--- src/rtl/disp_arbiter_pkg.sv ---
// Shared types and constants for the score-display arbiter.
package disp_pkg;
  localparam int VAL_W = 32;
  localparam logic [3:0] SRC_SCORE = 4'd0;
  localparam logic [VAL_W-1:0] DEFAULT_SAT_MAX = 32'd99_999_999;

  typedef enum logic [1:0] {
    IDLE = 2'd0,
    SHOW = 2'd1,
    GAP  = 2'd2
  } state_e;

  function automatic logic [VAL_W-1:0] sat(input logic [VAL_W-1:0] v,
                                           input logic [VAL_W-1:0] max);
    return (v > max) ? max : v;
  endfunction
endpackage

--- src/rtl/disp_arbiter_if.sv ---
// Bus between the game logic / event sources (master) and the display arbiter (slave).
interface disp_arbiter_if #(
  parameter int N_EV = 3
);
  logic [disp_pkg::VAL_W-1:0]      SCORE;
  logic [N_EV-1:0]                 EV_REQ;
  logic [disp_pkg::VAL_W*N_EV-1:0] EV_VALUE;
  logic [N_EV-1:0]                 EV_ACK;
  logic [N_EV-1:0]                 EV_DONE;
  logic [disp_pkg::VAL_W-1:0]      DISP_VALUE;
  logic                            DISP_BLANK;
  logic [3:0]                      DISP_SRC;
  logic                            BUSY;

  // Handshake: EV_REQ[i] is a level held with EV_VALUE slice i stable until the
  // one-cycle EV_ACK[i]; ACK means the value is latched and the source may drop or
  // re-raise REQ. Dropping REQ before ACK withdraws it. EV_DONE[i] marks end of hold.
  modport master (
    output SCORE, EV_REQ, EV_VALUE,
    input  EV_ACK, EV_DONE, DISP_VALUE, DISP_BLANK, DISP_SRC, BUSY
  );
  modport slave (
    input  SCORE, EV_REQ, EV_VALUE,
    output EV_ACK, EV_DONE, DISP_VALUE, DISP_BLANK, DISP_SRC, BUSY
  );
endinterface

--- src/rtl/disp_arbiter_rr_arbiter.sv ---
// Combinational round-robin picker: first set request at or above ptr, wrapping.
module rr_arbiter #(
  parameter int N  = 3,
  parameter int IW = 2
) (
  input  logic [N-1:0]  req,
  input  logic [IW-1:0] ptr,
  output logic [N-1:0]  grant,
  output logic [IW-1:0] idx,
  output logic          any
);
  localparam logic [IW:0] N_L = (IW+1)'(N);

  logic [IW:0]   s;
  logic [IW-1:0] c;

  always_comb begin
    grant = '0;
    idx   = '0;
    any   = 1'b0;
    s     = '0;
    c     = '0;
    for (int k = 0; k < N; k++) begin
      s = {1'b0, ptr} + (IW+1)'(k);
      if (s >= N_L) s = s - N_L;
      c = s[IW-1:0];
      if (!any && req[c]) begin
        grant[c] = 1'b1;
        idx      = c;
        any      = 1'b1;
      end
    end
  end
endmodule

--- src/rtl/disp_arbiter.sv ---
// Shares the score display between the live score and round-robin event sources,
// holding each accepted event for a fixed time with optional blinking.
module disp_arbiter
  import disp_pkg::*;
#(
  parameter int              N_EV         = 3,
  parameter int              HOLD_CYCLES  = 50_000_000,
  parameter int              BLINK_CYCLES = 12_500_000,
  parameter int              GAP_CYCLES   = 1_000_000,
  parameter logic [N_EV-1:0] BLINK_MASK   = 3'b010,
  parameter logic [31:0]     SAT_MAX      = DEFAULT_SAT_MAX
) (
  input  logic              CLK,
  input  logic              RST,
  disp_arbiter_if.slave     bus,
  output state_e            DBG_STATE
);
  localparam int IW = (N_EV > 1) ? $clog2(N_EV) : 1;
  localparam int HW = (HOLD_CYCLES > 0) ? $clog2(HOLD_CYCLES + 1) : 1;
  localparam int GW = (GAP_CYCLES > 0) ? $clog2(GAP_CYCLES + 1) : 1;
  localparam logic [HW-1:0] HOLD_LAST = HW'(HOLD_CYCLES - 1);
  localparam logic [GW-1:0] GAP_LAST  = GW'((GAP_CYCLES > 0) ? GAP_CYCLES - 1 : 0);
  localparam logic [IW-1:0] PTR_LAST  = IW'(N_EV - 1);

  state_e          state;
  logic [HW-1:0]   hold_cnt;
  logic [GW-1:0]   gap_cnt;
  logic [IW-1:0]   rr_ptr;
  logic [IW-1:0]   cur_g;
  logic [N_EV-1:0] ev_ack, ev_done;
  logic [VAL_W-1:0] disp_value;
  logic            disp_blank;
  logic [3:0]      disp_src;
  logic            busy;

  logic [N_EV-1:0]  grant;
  logic [IW-1:0]    grant_idx;
  logic             grant_any;
  logic [VAL_W-1:0] grant_val;
  logic [N_EV-1:0]  cur_onehot;
  logic [31:0]      next_hold;
  logic             next_blank_off;

  rr_arbiter #(.N(N_EV), .IW(IW)) u_rr (
    .req   (bus.EV_REQ),
    .ptr   (rr_ptr),
    .grant (grant),
    .idx   (grant_idx),
    .any   (grant_any)
  );

  always_comb begin
    grant_val  = '0;
    cur_onehot = '0;
    for (int i = 0; i < N_EV; i++) begin
      if (grant[i]) grant_val = bus.EV_VALUE[VAL_W*i +: VAL_W];
      if (cur_g == IW'(i)) cur_onehot[i] = 1'b1;
    end
    // Blink phase comes straight from the hold count the next cycle will show.
    next_hold      = 32'(hold_cnt) + 32'd1;
    next_blank_off = (next_hold % 32'(BLINK_CYCLES)) >= 32'(BLINK_CYCLES / 2);
  end

  always_ff @(posedge CLK or posedge RST) begin
    if (RST) begin
      state      <= IDLE;
      hold_cnt   <= '0;
      gap_cnt    <= '0;
      rr_ptr     <= '0;
      cur_g      <= '0;
      ev_ack     <= '0;
      ev_done    <= '0;
      disp_value <= '0;
      disp_blank <= 1'b0;
      disp_src   <= SRC_SCORE;
      busy       <= 1'b0;
    end else begin
      ev_ack  <= '0;
      ev_done <= '0;
      case (state)
        IDLE: begin
          disp_blank <= 1'b0;
          if (grant_any) begin
            state      <= SHOW;
            ev_ack     <= grant;
            disp_value <= sat(grant_val, SAT_MAX);
            disp_src   <= 4'(grant_idx) + 4'd1;
            hold_cnt   <= '0;
            cur_g      <= grant_idx;
            rr_ptr     <= (grant_idx == PTR_LAST) ? '0 : grant_idx + IW'(1);
            busy       <= 1'b1;
          end else begin
            disp_value <= sat(bus.SCORE, SAT_MAX);
            disp_src   <= SRC_SCORE;
            busy       <= 1'b0;
          end
        end
        SHOW: begin
          if (hold_cnt == HOLD_LAST) begin
            ev_done    <= cur_onehot;
            disp_blank <= 1'b0;
            disp_src   <= SRC_SCORE;
            disp_value <= sat(bus.SCORE, SAT_MAX);
            gap_cnt    <= '0;
            if (GAP_CYCLES == 0) begin
              state <= IDLE;
              busy  <= 1'b0;
            end else begin
              state <= GAP;
            end
          end else begin
            hold_cnt   <= hold_cnt + HW'(1);
            disp_blank <= BLINK_MASK[cur_g] && next_blank_off;
          end
        end
        GAP: begin
          disp_value <= sat(bus.SCORE, SAT_MAX);
          if (gap_cnt == GAP_LAST) begin
            state <= IDLE;
            busy  <= 1'b0;
          end else begin
            gap_cnt <= gap_cnt + GW'(1);
          end
        end
        default: state <= IDLE;
      endcase
    end
  end

  assign bus.EV_ACK     = ev_ack;
  assign bus.EV_DONE    = ev_done;
  assign bus.DISP_VALUE = disp_value;
  assign bus.DISP_BLANK = disp_blank;
  assign bus.DISP_SRC   = disp_src;
  assign bus.BUSY       = busy;
  assign DBG_STATE      = state;
endmodule

--- src/flat_wrapper.sv ---
// flat-port wrapper written by rule: the top's interface ports become plain ports
module disp_arbiter_flat import disp_pkg::*;
#(
  parameter int              N_EV         = 3,
  parameter int              HOLD_CYCLES  = 50_000_000,
  parameter int              BLINK_CYCLES = 12_500_000,
  parameter int              GAP_CYCLES   = 1_000_000,
  parameter logic [N_EV-1:0] BLINK_MASK   = 3'b010,
  parameter logic [31:0]     SAT_MAX      = DEFAULT_SAT_MAX
)
  (CLK, RST, DBG_STATE, bus_SCORE, bus_EV_REQ, bus_EV_VALUE, bus_EV_ACK, bus_EV_DONE, bus_DISP_VALUE, bus_DISP_BLANK, bus_DISP_SRC, bus_BUSY);
  disp_arbiter_if #(.N_EV(N_EV)) bus_i ();
  input  logic CLK;
  input  logic RST;
  output state_e DBG_STATE;
  input wire logic [$bits(bus_i.SCORE)-1:0] bus_SCORE;
  input wire logic [$bits(bus_i.EV_REQ)-1:0] bus_EV_REQ;
  input wire logic [$bits(bus_i.EV_VALUE)-1:0] bus_EV_VALUE;
  output wire logic [$bits(bus_i.EV_ACK)-1:0] bus_EV_ACK;
  output wire logic [$bits(bus_i.EV_DONE)-1:0] bus_EV_DONE;
  output wire logic [$bits(bus_i.DISP_VALUE)-1:0] bus_DISP_VALUE;
  output wire logic [$bits(bus_i.DISP_BLANK)-1:0] bus_DISP_BLANK;
  output wire logic [$bits(bus_i.DISP_SRC)-1:0] bus_DISP_SRC;
  output wire logic [$bits(bus_i.BUSY)-1:0] bus_BUSY;
  assign bus_i.SCORE = bus_SCORE;
  assign bus_i.EV_REQ = bus_EV_REQ;
  assign bus_i.EV_VALUE = bus_EV_VALUE;
  assign bus_EV_ACK = bus_i.EV_ACK;
  assign bus_EV_DONE = bus_i.EV_DONE;
  assign bus_DISP_VALUE = bus_i.DISP_VALUE;
  assign bus_DISP_BLANK = bus_i.DISP_BLANK;
  assign bus_DISP_SRC = bus_i.DISP_SRC;
  assign bus_BUSY = bus_i.BUSY;
  disp_arbiter #(.N_EV(N_EV), .HOLD_CYCLES(HOLD_CYCLES), .BLINK_CYCLES(BLINK_CYCLES), .GAP_CYCLES(GAP_CYCLES), .BLINK_MASK(BLINK_MASK), .SAT_MAX(SAT_MAX)) u_core (.CLK(CLK), .RST(RST), .bus(bus_i), .DBG_STATE(DBG_STATE));
endmodule
--- config.mk ---
export PLATFORM = sky130hd
export DESIGN_NAME = disp_arbiter_flat
export DESIGN_NICKNAME = d
export VERILOG_FILES = /design/src/rtl/disp_arbiter_pkg.sv /design/src/rtl/disp_arbiter_if.sv /design/src/rtl/disp_arbiter_rr_arbiter.sv /design/src/rtl/disp_arbiter.sv /design/src/flat_wrapper.sv
export SDC_FILE = /design/constraint.sdc
export NUM_CORES = 1
export LEC_CHECK = 0
export CAP_MARGIN = 20
export CORE_AREA = 2 2 128 130
export DETAILED_ROUTE_END_ITERATION = 16
export DIE_AREA = 0 0 130 132
export PLACE_DENSITY = 0.81
export SYNTH_ARGS = -nofsm -noshare
export SYNTH_HDL_FRONTEND = slang
export SYNTH_SLANG_ARGS = --single-unit
--- constraint.sdc ---
create_clock -name CLK -period 6.5 [get_ports CLK]
set_clock_uncertainty 0.2 [all_clocks]
set_input_delay 1.95 -clock CLK [delete_from_list [all_inputs] [get_ports CLK]]
set_output_delay 1.95 -clock CLK [all_outputs]
set_load 0.02 [all_outputs]
# [Word level (Yosys, flattened, before mapping)]
# Index checks and enable logic that the tools add are counted.
[word_totals] ff_bits=96 inputBits=133 output_inout_bits=46 wordCells=130
[classes] n_addsub=10 div_mod_pow=1 magnitude_cmp=13 n_eq_ne=12 mux=60 n_bitwise=2 n_reduce_logical=21
[ops] operator="32-bit two-way mux" count=7
[ops] operator="32-bit one-hot mux with 3 select lines" count=1
[ops] operator="32-bit by 27-bit > comparator with 1-bit output, second input constant" count=2
[ops] operator="26-bit two-way mux" count=2
[ops] operator="26-bit one-hot mux with 2 select lines" count=1
[ops] operator="20-bit two-way mux" count=2
[ops] operator="20-bit one-hot mux with 2 select lines" count=1
[ops] operator="32-bit by 23-bit greater-or-equal comparator with 1-bit output, second input constant" count=1
[ops] operator="32-bit by 24-bit remainder unit with 32-bit output, second input constant" count=1
[ops] operator="26-bit by 1-bit adder with 27-bit output, second input constant" count=1
[ops] operator="26-bit by 1-bit adder with 26-bit output, second input constant" count=1
[ops] operator="26-bit == test, second input constant" count=1
[ops] operator="3-bit two-way mux" count=7
[ops] operator="20-bit by 1-bit adder with 20-bit output, second input constant" count=1
[ops] operator="20-bit == test, second input constant" count=1
[ops] operator="2-bit two-way mux" count=10
[ops] operator="1-bit two-way mux" count=16
[ops] operator="2-bit by 3-bit < comparator with 1-bit output, second input constant" count=4
[ops] operator="3-bit AND reduction" count=3
[ops] operator="1-bit binary-select mux with 2-bit select" count=4
[ops] operator="4-bit two-way mux" count=2
[ops] operator="4-bit one-hot mux with 2 select lines" count=1
[ops] operator="2-bit AND reduction" count=4
[ops] operator="2-bit by 1-bit adder with 3-bit output, second input constant" count=2
[ops] operator="19 further kinds" count=43

# [Logic depth before layout (Yosys ltp)]
[depth] word_depth=18 mapped_depth=23

# [Hierarchy]
# A second synthesis with hierarchy kept.
[unflattened] cells_unflattened=998 area_unflattened_um2=7880.1
[modules_own_cells] mod="disp_arbiter" instances=1 cells_each=957 area_per_inst_um2=7598.5 seq_area_each_um2=2377.3
[modules_own_cells] mod="rr_arbiter" instances=1 cells_each=41 area_per_inst_um2=281.5 seq_area_each_um2=0.0

# [Least setup slack after synthesis]
# Ideal clock, no wire load.
[synth_path] path_kind="input -> register" startpoint="in bus_EV_REQ[1]" endpoint="reg u_core.disp_value[2], in the netlist u_core.bus.DISP_VALUE[2]" arrival_time_ns=5.292 setup_slack_ns=0.890 stages=16 n_path_buf=4 path_cell_list="clkbuf_1 > o21ai_0 > o41ai_1 > a221o_1 > clkbuf_1 > buf_1 > o21ai_0 > nor3_1 > a21oi_1 > o21ba_2 > o21ai_0 > nand2b_1 > a21oi_1 > clkbuf_1 > a221oi_1 > a21o_1"
[synth_via] elab_chain_cells=16
[synth_lines] element="from (decl)" line="flat_wrapper.sv:17" source="input wire logic [$bits(bus_i.EV_REQ)-1:0] bus_EV_REQ;"
[synth_lines] element="1-bit binary-select mux with 2-bit select" line="disp_arbiter_rr_arbiter.sv:27" source="if (!any && req[c]) begin"
[synth_lines] element="1-bit two-way mux (implied by the code)" line="disp_arbiter_rr_arbiter.sv:27"
[synth_lines] element="1-bit two-way mux" line="disp_arbiter_rr_arbiter.sv:27"
[synth_lines] element="1-bit zero test" line="disp_arbiter_rr_arbiter.sv:27"
[synth_lines] element="1-bit logical AND" line="disp_arbiter_rr_arbiter.sv:27"
[synth_lines] element="1-bit two-way mux" line="disp_arbiter_rr_arbiter.sv:27"
[synth_lines] element="1-bit zero test" line="disp_arbiter_rr_arbiter.sv:27"
[synth_lines] element="1-bit logical AND" line="disp_arbiter_rr_arbiter.sv:27"
[synth_lines] element="3-bit two-way mux" line="disp_arbiter_rr_arbiter.sv:27"
[synth_lines] element="32-bit two-way mux (3 in a row)" line="disp_arbiter.sv:56" source="if (grant[i]) grant_val = bus.EV_VALUE[VAL_W*i +: VAL_W];"
[synth_lines] element="32-bit by 27-bit > comparator with 1-bit output" line="disp_arbiter_pkg.sv:15" source="return (v > max) ? max : v;"
[synth_lines] element="32-bit two-way mux" line="disp_arbiter_pkg.sv:15"
[synth_lines] element="32-bit two-way mux *" line="disp_arbiter.sv:83" source="if (grant_any) begin"
[synth_lines] element="32-bit one-hot mux with 3 select lines *" line="disp_arbiter.sv:80" source="case (state)"
[synth_lines] element="to (signal assigned)" line="disp_arbiter.sv:86" source="disp_value <= sat(grant_val, SAT_MAX);"
[synth_lines] element="to (signal assigned)" line="disp_arbiter.sv:93" source="disp_value <= sat(bus.SCORE, SAT_MAX);"
[synth_lines] element="to (signal assigned)" line="disp_arbiter.sv:103" source="disp_value <= sat(bus.SCORE, SAT_MAX);"
[synth_lines] element="to (decl)" line="disp_arbiter.sv:31" source="logic [VAL_W-1:0] disp_value;"
# Every way passes the cells marked *; elsewhere a longest branch is shown, timed or not. The select of a mux whose other input is x is not followed.
# A chain may end at the register's enable or synchronous reset.

# [Worst setup path in the final report]
[layout_path] startpoint="reg u_core.hold_cnt[8]" endpoint="reg u_core.disp_blank, in the netlist u_core.bus.DISP_BLANK"
[layout_via] elab_chain_cells=6
[layout_lines] element="from (decl)" line="disp_arbiter.sv:26" source="logic [HW-1:0] hold_cnt;"
[layout_lines] element="from (signal assigned)" line="disp_arbiter.sv:112" source="hold_cnt <= hold_cnt + HW'(1);"
[layout_lines] element="26-bit by 1-bit adder with 27-bit output" line="disp_arbiter.sv:60" source="next_hold = 32'(hold_cnt) + 32'd1;"
[layout_lines] element="32-bit by 24-bit remainder unit with 32-bit output" line="disp_arbiter.sv:61" source="next_blank_off = (next_hold % 32'(BLINK_CYCLES)) >= 32'(BLINK_CYCLES / 2);"
[layout_lines] element="32-bit by 23-bit greater-or-equal comparator with 1-bit output" line="disp_arbiter.sv:61"
[layout_lines] element="1-bit logical AND" line="disp_arbiter.sv:113" source="disp_blank <= BLINK_MASK[cur_g] && next_blank_off;"
[layout_lines] element="1-bit two-way mux *" line="disp_arbiter.sv:99" source="if (hold_cnt == HOLD_LAST) begin"
[layout_lines] element="1-bit one-hot mux with 2 select lines *" line="disp_arbiter.sv:80"
[layout_lines] element="to (signal assigned)" line="disp_arbiter.sv:113"
[layout_lines] element="to (decl)" line="disp_arbiter.sv:32" source="logic disp_blank;"
# Every way passes the cells marked *; elsewhere a longest branch is shown, timed or not.

==> flow_summary.ini <==
[floorplan]
start_util_pct = 51.4
core_region_area_mm2 = 0.0157
die_h_um = 132
row_count = 46
design.die.area_mm2 = 0.0172
die_x_um = 130
ioPinCount = 179

[job]
maxCapViolCount = 0

[global_routing]
grt_pass1_wl_um = 41200
grtUsageTotal_pct = 29.9
grt_max_degree = 60
antenna_found_initial = 1
gr-total-overflow = 0
grt_pass1_vias = 8225

[detailed_routing]
wl_per_cell_um = 17.9
drc_errors = 0
vias_per_cell = 6.08
num_vias = 8672
wirelength_um = 25600
dr.pass1.iters = 5
drt_iter0_markers = 675
ant_nets = 0

[clock_network]
cts_tree = yes
clock_sinks = 95
cts-root-buf = clkbuf_16
cts_buffer_depth = 2
cts_buffers = 9
ctsHoldBuffers = 0
insertion_delay_ns = 0.36
cts.htree.levels = 3
cts.clk_slew.worst_paths_ns = 0.07

[power_and_ir_drop]
switching_share_pct = 45.8
p_int_w = 0.00170
p_leak_nw = 4.08
pwr-share-clk_pct = 17.1
power_w = 0.00314
pwr-share-comb_pct = 57.3
worst_ir_drop_vdd_uv = 285
p_sw_w = 0.00144
seqPwrFrac_pct = 25.6
power_density_mw_per_mm2 = 302

[critical_path]
worst_setup_path_start_kind = flop
reg2reg_from = u_core.hold_cnt[8]
crit_path_start = u_core.hold_cnt[8]
crit_chain = nand4_4 -> or4_1 -> or4_1 -> a211oi_2 -> nand4_1 -> o211ai_2 -> a31oi_1 -> and2_1 -> o21ai_2 -> a21o_1 -> buf_4 -> a22oi_2 -> o311a_1 -> o31ai_1 -> a2bb2oi_1 -> a21oi_1 -> a211oi_1 -> o21ai_1
arrival_ns = 6.18
worstSetupPathType = reg -> reg
critical_path_required_ns = 6.52
crit_path_top_delay_cell = or4_1
path_max_fanout = 12
cp_slowest_stage_delay_ns = 0.63
crit_top_cell = or4_1
critPathCaptureType = flop

[timing]
min_period_ns = 6.16
slew_violations = 0
fmax_ghz = 0.162
grt_setup_unrepaired = no
slew_headroom_pct = 25.7
finalHoldViolCount = 0
period_share_pct = 94.8
fin_tns_setup_ns = 0
setup_viol = 0
worst_pin_slew_ns = 1.10

[logic_synthesis]
postSynth.asyncResetShare_pct = 100
synthDistinctLibCells = 96
syn_nets = 1195
yosysWarnings = 0
synth_edf_count = 0
ys_ff_latch = 95
syn_area_mm2 = 0.00807
synthFlopType = dfrtp_1
avgSynthCellArea_um2 = 7.70
yosysSeqAreaShare_pct = 29.5
synthCells = 1048

[place]
io_buffers = 177
dp_hpwl_um = 20200
gp_congestion = 0.941

[layout]
drive_above_1_share_pct = 7.85
area_growth_pct = 29.0
utilization_pct = 66.2
fin_nets = 1352

[hold_path]
hold_path.startpoint = u_core.bus.DISP_VALUE[11]
hold_class = reg -> reg

[run_status]
outcome = complete, no violations
-- timing repair --
item                       4_1_cts  5_1_grt
resized for setup                0        3
setup endpoints to repair        0        1
setup buffers                    0        3
-- through the flow --
step           cells  hold WS (ns)  cell area [µm²]  setup WS [ns]
6_report        1427         0.280            10400          0.338
5_1_grt         1427         0.297            10400         0.0649
4_1_cts         1423         0.283            10400          0.432
3_5_place_dp    1407         0.264            10100          0.360
3_3_place_gp    1407         0.259            10100          0.531
2_1_floorplan   1048         0.257             8070          0.890
-- worst paths after layout --
path                                             end  slack, ns  depth (start not counted)
min in group asynchronous        u_core.DBG_STATE[0]       1.83                          2
max in group asynchronous          u_core.gap_cnt[7]       3.26                          3
hold / removal             u_core.bus.DISP_VALUE[11]       0.28                          2
setup reg to reg               u_core.bus.DISP_BLANK       0.34                         18
setup / recovery               u_core.bus.DISP_BLANK       0.34                         18
hold reg to reg            u_core.bus.DISP_VALUE[11]       0.28                          2
-- layout by cell type (no fill, tap or decap), drive strengths merged, types with 14 or more instances in the layout --
| cell type | count |
|---|---|
| clkdlybuf4s50 | 177 |
| nand2 | 138 |
| dfrtp | 95 |
| o21ai | 94 |
| a21oi | 93 |
| nor2 | 74 |
| nand3 | 55 |
| inv | 39 |
| xnor2 | 36 |
| buf | 33 |
| nor3 | 29 |
| xor2 | 21 |
| and2 | 20 |
| nand4 | 20 |
| nor4 | 18 |
| a21o | 17 |
| and3 | 16 |
| or4 | 15 |
| a221oi | 15 |
| ha | 14 |
| nand2b | 14 |
-- state kept, by name, indices dropped and copies added (netlist names) --
| register | flops |
|---|---|
| u_core.bus.DISP_VALUE | 32 |
| u_core.rr_ptr | 2 |
| u_core.cur_g | 2 |
| u_core.bus.BUSY | 1 |
| u_core.hold_cnt | 26 |
| u_core.bus.DISP_SRC | 3 |
| u_core.bus.DISP_BLANK | 1 |
| u_core.bus.EV_DONE | 3 |
| u_core.DBG_STATE | 2 |
| u_core.bus.EV_ACK | 3 |
| u_core.gap_cnt | 20 |
-- worst max-delay path: cells and delay by family, from the launching register on --
kind / cells / cell delay (ns)
DFF: 1 / 0.61
and+or+nand+nor: 5 / 2.00
buffers and inverters: 1 / 0.26
AOI/OAI and AO/OA: 12 / 2.92
-- cell usage after synthesis (6+ instances only) --
cell type | count | area [µm²]
mux2i_1 | 6 | 60.1
a221oi_1 | 15 | 131
a31oi_1 | 9 | 56.3
nor4_1 | 14 | 87.6
xor2_1 | 21 | 184
ha_1 | 14 | 175
a22oi_1 | 11 | 82.6
dfrtp_1 | 95 | 2380
nor2b_1 | 6 | 37.5
xnor2_1 | 36 | 315
nand4_1 | 18 | 113
o31ai_1 | 11 | 82.6
and3_1 | 16 | 100
nor3_1 | 27 | 135
o21ai_0 | 87 | 435
buf_2 | 9 | 45.0
a21oi_1 | 92 | 460
nand2b_1 | 14 | 87.6
or3_1 | 8 | 50.1
or4_1 | 15 | 113
and2_1 | 19 | 119
nor2_1 | 73 | 274
nand3_1 | 55 | 275
a21o_1 | 17 | 128
clkbuf_1 | 43 | 161
inv_1 | 36 | 135
nand2_1 | 138 | 518
-- cells by family after synthesis --
kind of cell,Yosys count,share of synthesized area (%)
buffers and inverters,101,5.26
AOI/OAI and AO/OA,326,27.0
muxes,13,1.80
adders and majority gates,16,2.42
xor gates and xnor gates,57,6.19
DFF,95,29.5
other,1,0.0465
and+or+nand+nor,439,27.8
-- power groups by stage --
stage               clock, W  sequential [W]  combinational (W)
CTS                 0.000544        0.000806            0.00179
global placement           0        0.000811            0.00175
global route        0.000569        0.000819            0.00197
finish              0.000536        0.000805            0.00180
detailed placement         0        0.000813            0.00178
floorplan                  0        0.000897            0.00107
-- final cells by class --
cell class / count / area, µm²
Timing Repair Buffer: 210 / 2020
Tap cell: 216 / 270
Antenna cell: 1 / 2.50
Clock buffer: 9 / 225
Multi-Input combinational cell: 852 / 5300
Sequential cell: 95 / 2380
Inverter: 37 / 141
Fill cell: 1369 / 5300
Clock inverter: 7 / 77.6
-- routing by layer --
layer  wire length [µm]  global-route usage (%)  vias up
li1                   -                       -     4161
met2              12700                    51.1      339
met5                  0                       0        -
met3               1730                    6.74       58
met4                950                    11.3        0
met1              10300                    36.3     4114
Power figures use the tool's default switching activity.
==> variant: new RTL, same flow settings <==
One comparison of `hold_cnt` changes from == to >=.
--- a/src/rtl/disp_arbiter.sv
+++ b/src/rtl/disp_arbiter.sv
@@ -96,7 +96,7 @@
           end
         end
         SHOW: begin
-          if (hold_cnt == HOLD_LAST) begin
+          if (hold_cnt >= HOLD_LAST) begin
             ev_done    <= cur_onehot;
             disp_blank <= 1'b0;
             disp_src   <= SRC_SCORE;
Formal check against the unedited RTL: same outputs for any inputs over 4 cycles, from zero or initial values and one cycle with RST high; that may be too few to reach the edited logic, so the function may still have changed.
==> variant against the original RTL <==
  * Non-clock buffer count grew 10
  * Area after synthesis up 1.8%
  * Setup slack improved by 0.050 ns
  * Critical path depth increased by 2
  * Sequential share of layout area shrank 0.57 points
  * Routed wire length grew 4.3%
  * Highest routed layer unchanged
  * Largest power group unchanged
  * Sequential cell count did not move
  * Power rose by 0.47%
  * Count of clock-buffer cells in the layout increased by 2
  * Final area increased by 2.6%
  * Utilization is 1.7 points higher
  * Synthesized cell count is 2.5% higher
==> variant: results (changes against the original RTL) <==
{| class="wikitable"
! Metric !! Value
|-
| Share of layout cells above drive strength 1 || 0.0851 (+0.00663)
|-
| Clk pwr || 550 µW (+3%)
|-
| Average wire per standard cell || 18.3 µm (+1.8%)
|-
| Post-synthesis area per instance || 7.65 µm² (-0.68%)
|-
| Total half-perimeter wirelength after legalization and detailed placement || 21.0 mm (+3.9%)
|-
| Count of non-filler cells in the finished layout || 1462 (+2.5%)
|-
| Standby leakage power || 4.27 nW (+4.6%)
|-
| Pin count of the biggest net entering global routing || 67 (+12%)
|-
| Dominant cells by area after synthesis || dfrtp_1 (29%), nand2_1 (7.4%), o21ai_0 (5.8%)
|-
| Post-Place Cells || 1445 (+2.7%)
|-
| First-pass GRT wire length || 42.5 mm (+3.1%)
|-
| Via count of the first global-routing pass || 8322 (+1.2%)
|-
| Run status || completed
|-
| Worst slack at placement || 0.250 ns (-0.110 ns)
|-
| Final weighted congestion in routability-driven placement || 1.02 (+8.4%)
|-
| Number of design-rule violations left by the first detailed-router iteration || 878 (+30%)
|-
| Part of the Yosys area used for sequential elements || 0.289 (-0.00516)
|-
| Largest fanout on the critical path || 8 (-4)
|-
| Commonest cells in the netlist || nand2_1 (162), dfrtp_1 (95), o21ai_0 (95)
|-
| Arrival time of the worst setup path || 6.20 ns (+0.02 ns)
|-
| Routed via count || 8880 (+2.4%)
|-
| Highest ir drop seen on vdd || 221 µV (-22%)
|-
| Syn nets || 1221 (+2.2%)
|-
| # fillers || 1329 (-2.9%)
|-
| Power spent charging and discharging nets || 1.46 mW (+1.4%)
|-
| GR Util All Layers || 0.310 (+0.0114)
|}
[variant: cell count changes after synthesis, moves of 6 or more]
cell | before | now
a221oi_1 | 15 | 4
nand4_1 | 18 | 25
nor2_1 | 73 | 57
a22o_1 | 3 | 18
inv_1 | 36 | 21
o21ai_0 | 87 | 95
nor2b_1 | 6 | 13
nand2_1 | 138 | 162
nand2b_1 | 14 | 8
xor2_1 | 21 | 27
and3_1 | 16 | 22
nand3_1 | 55 | 68
[variant: through the flow]
stage	power, mW	cell area (µm²)	utilization
after floorplan	1.97	8210	-
after global placement	2.56	10300	0.656
after detailed placement	2.59	10300	0.657
after CTS	3.15	10600	0.676
after global routing	3.38	10700	0.679
final	3.15	10700	0.679
[variant: worst max-delay path, stage by stage (launching register included)]
cell and delay [ns]:
dfrtp_1 0.47, ha_1 0.29, buf_4 0.16, nand4_1 0.15, or4_1 0.58, xnor2_2 0.26, a31oi_1 0.09, a211o_1 0.32
a2111o_1 0.46, a221o_1 0.39, a211o_1 0.29, o221a_4 0.29, o211a_1 0.26, nor3_2 0.20, or4b_4 0.51, o22a_4 0.27
o22ai_4 0.24, xnor2_1 0.11, o211ai_2 0.18, nand4_1 0.14, a31oi_1 0.19
[variant: what timing repair did]
action,in CTS,in global routing
setup buffers,0,1
endpoints found under the hold margin,0,0
setup endpoints to repair,0,1
resized for setup,0,10
[variant: worst paths after layout]
path                                         endpoint  slack, ns  cells past startpoint                from
worst max-delay path            u_core.bus.DISP_BLANK       0.39                     20  u_core.hold_cnt[0]
worst min-delay path            u_core.bus.EV_DONE[0]       0.27                      1     u_core.cur_g[0]
worst max register to register  u_core.bus.DISP_BLANK       0.39                     20  u_core.hold_cnt[0]
worst min register to register  u_core.bus.EV_DONE[0]       0.27                      1     u_core.cur_g[0]
max in group asynchronous        u_core.bus.EV_ACK[1]       3.26                      3                 RST
min in group asynchronous           u_core.gap_cnt[2]       1.91                      2                 RST
[variant: per-layer routing]
layer / part of all wire / track usage / wire length, µm / vias to the layer above
met3: 0.079 / 0.0816 / 2100 / 63
met4: 0.039 / 0.119 / 1050 / 0
met1: 0.42 / 0.404 / 11100 / 4131
met2: 0.46 / 0.491 / 12400 / 392
li1: - / - / - / 4294
met5: 0 / 0 / 0 / -
[variant: final cells by class]
type                            instances  area share
Antenna cell                            1    0.000234
Clock buffer                           11      0.0227
Clock inverter                          4     0.00516
Inverter                               21     0.00762
Multi-Input combinational cell        894       0.520
Sequential cell                        95       0.223
Tap cell                              216      0.0253
Timing Repair Buffer                  220       0.197
[variant: logic make-up after synthesis]
group,synth area share
buffers and inverters,0.0420
xor gates and xnor gates,0.0705
and+or+nand+nor,0.288
DFF,0.289
AOI/OAI and AO/OA,0.271
other,0.000457
adders and majority gates,0.0225
muxes,0.0161
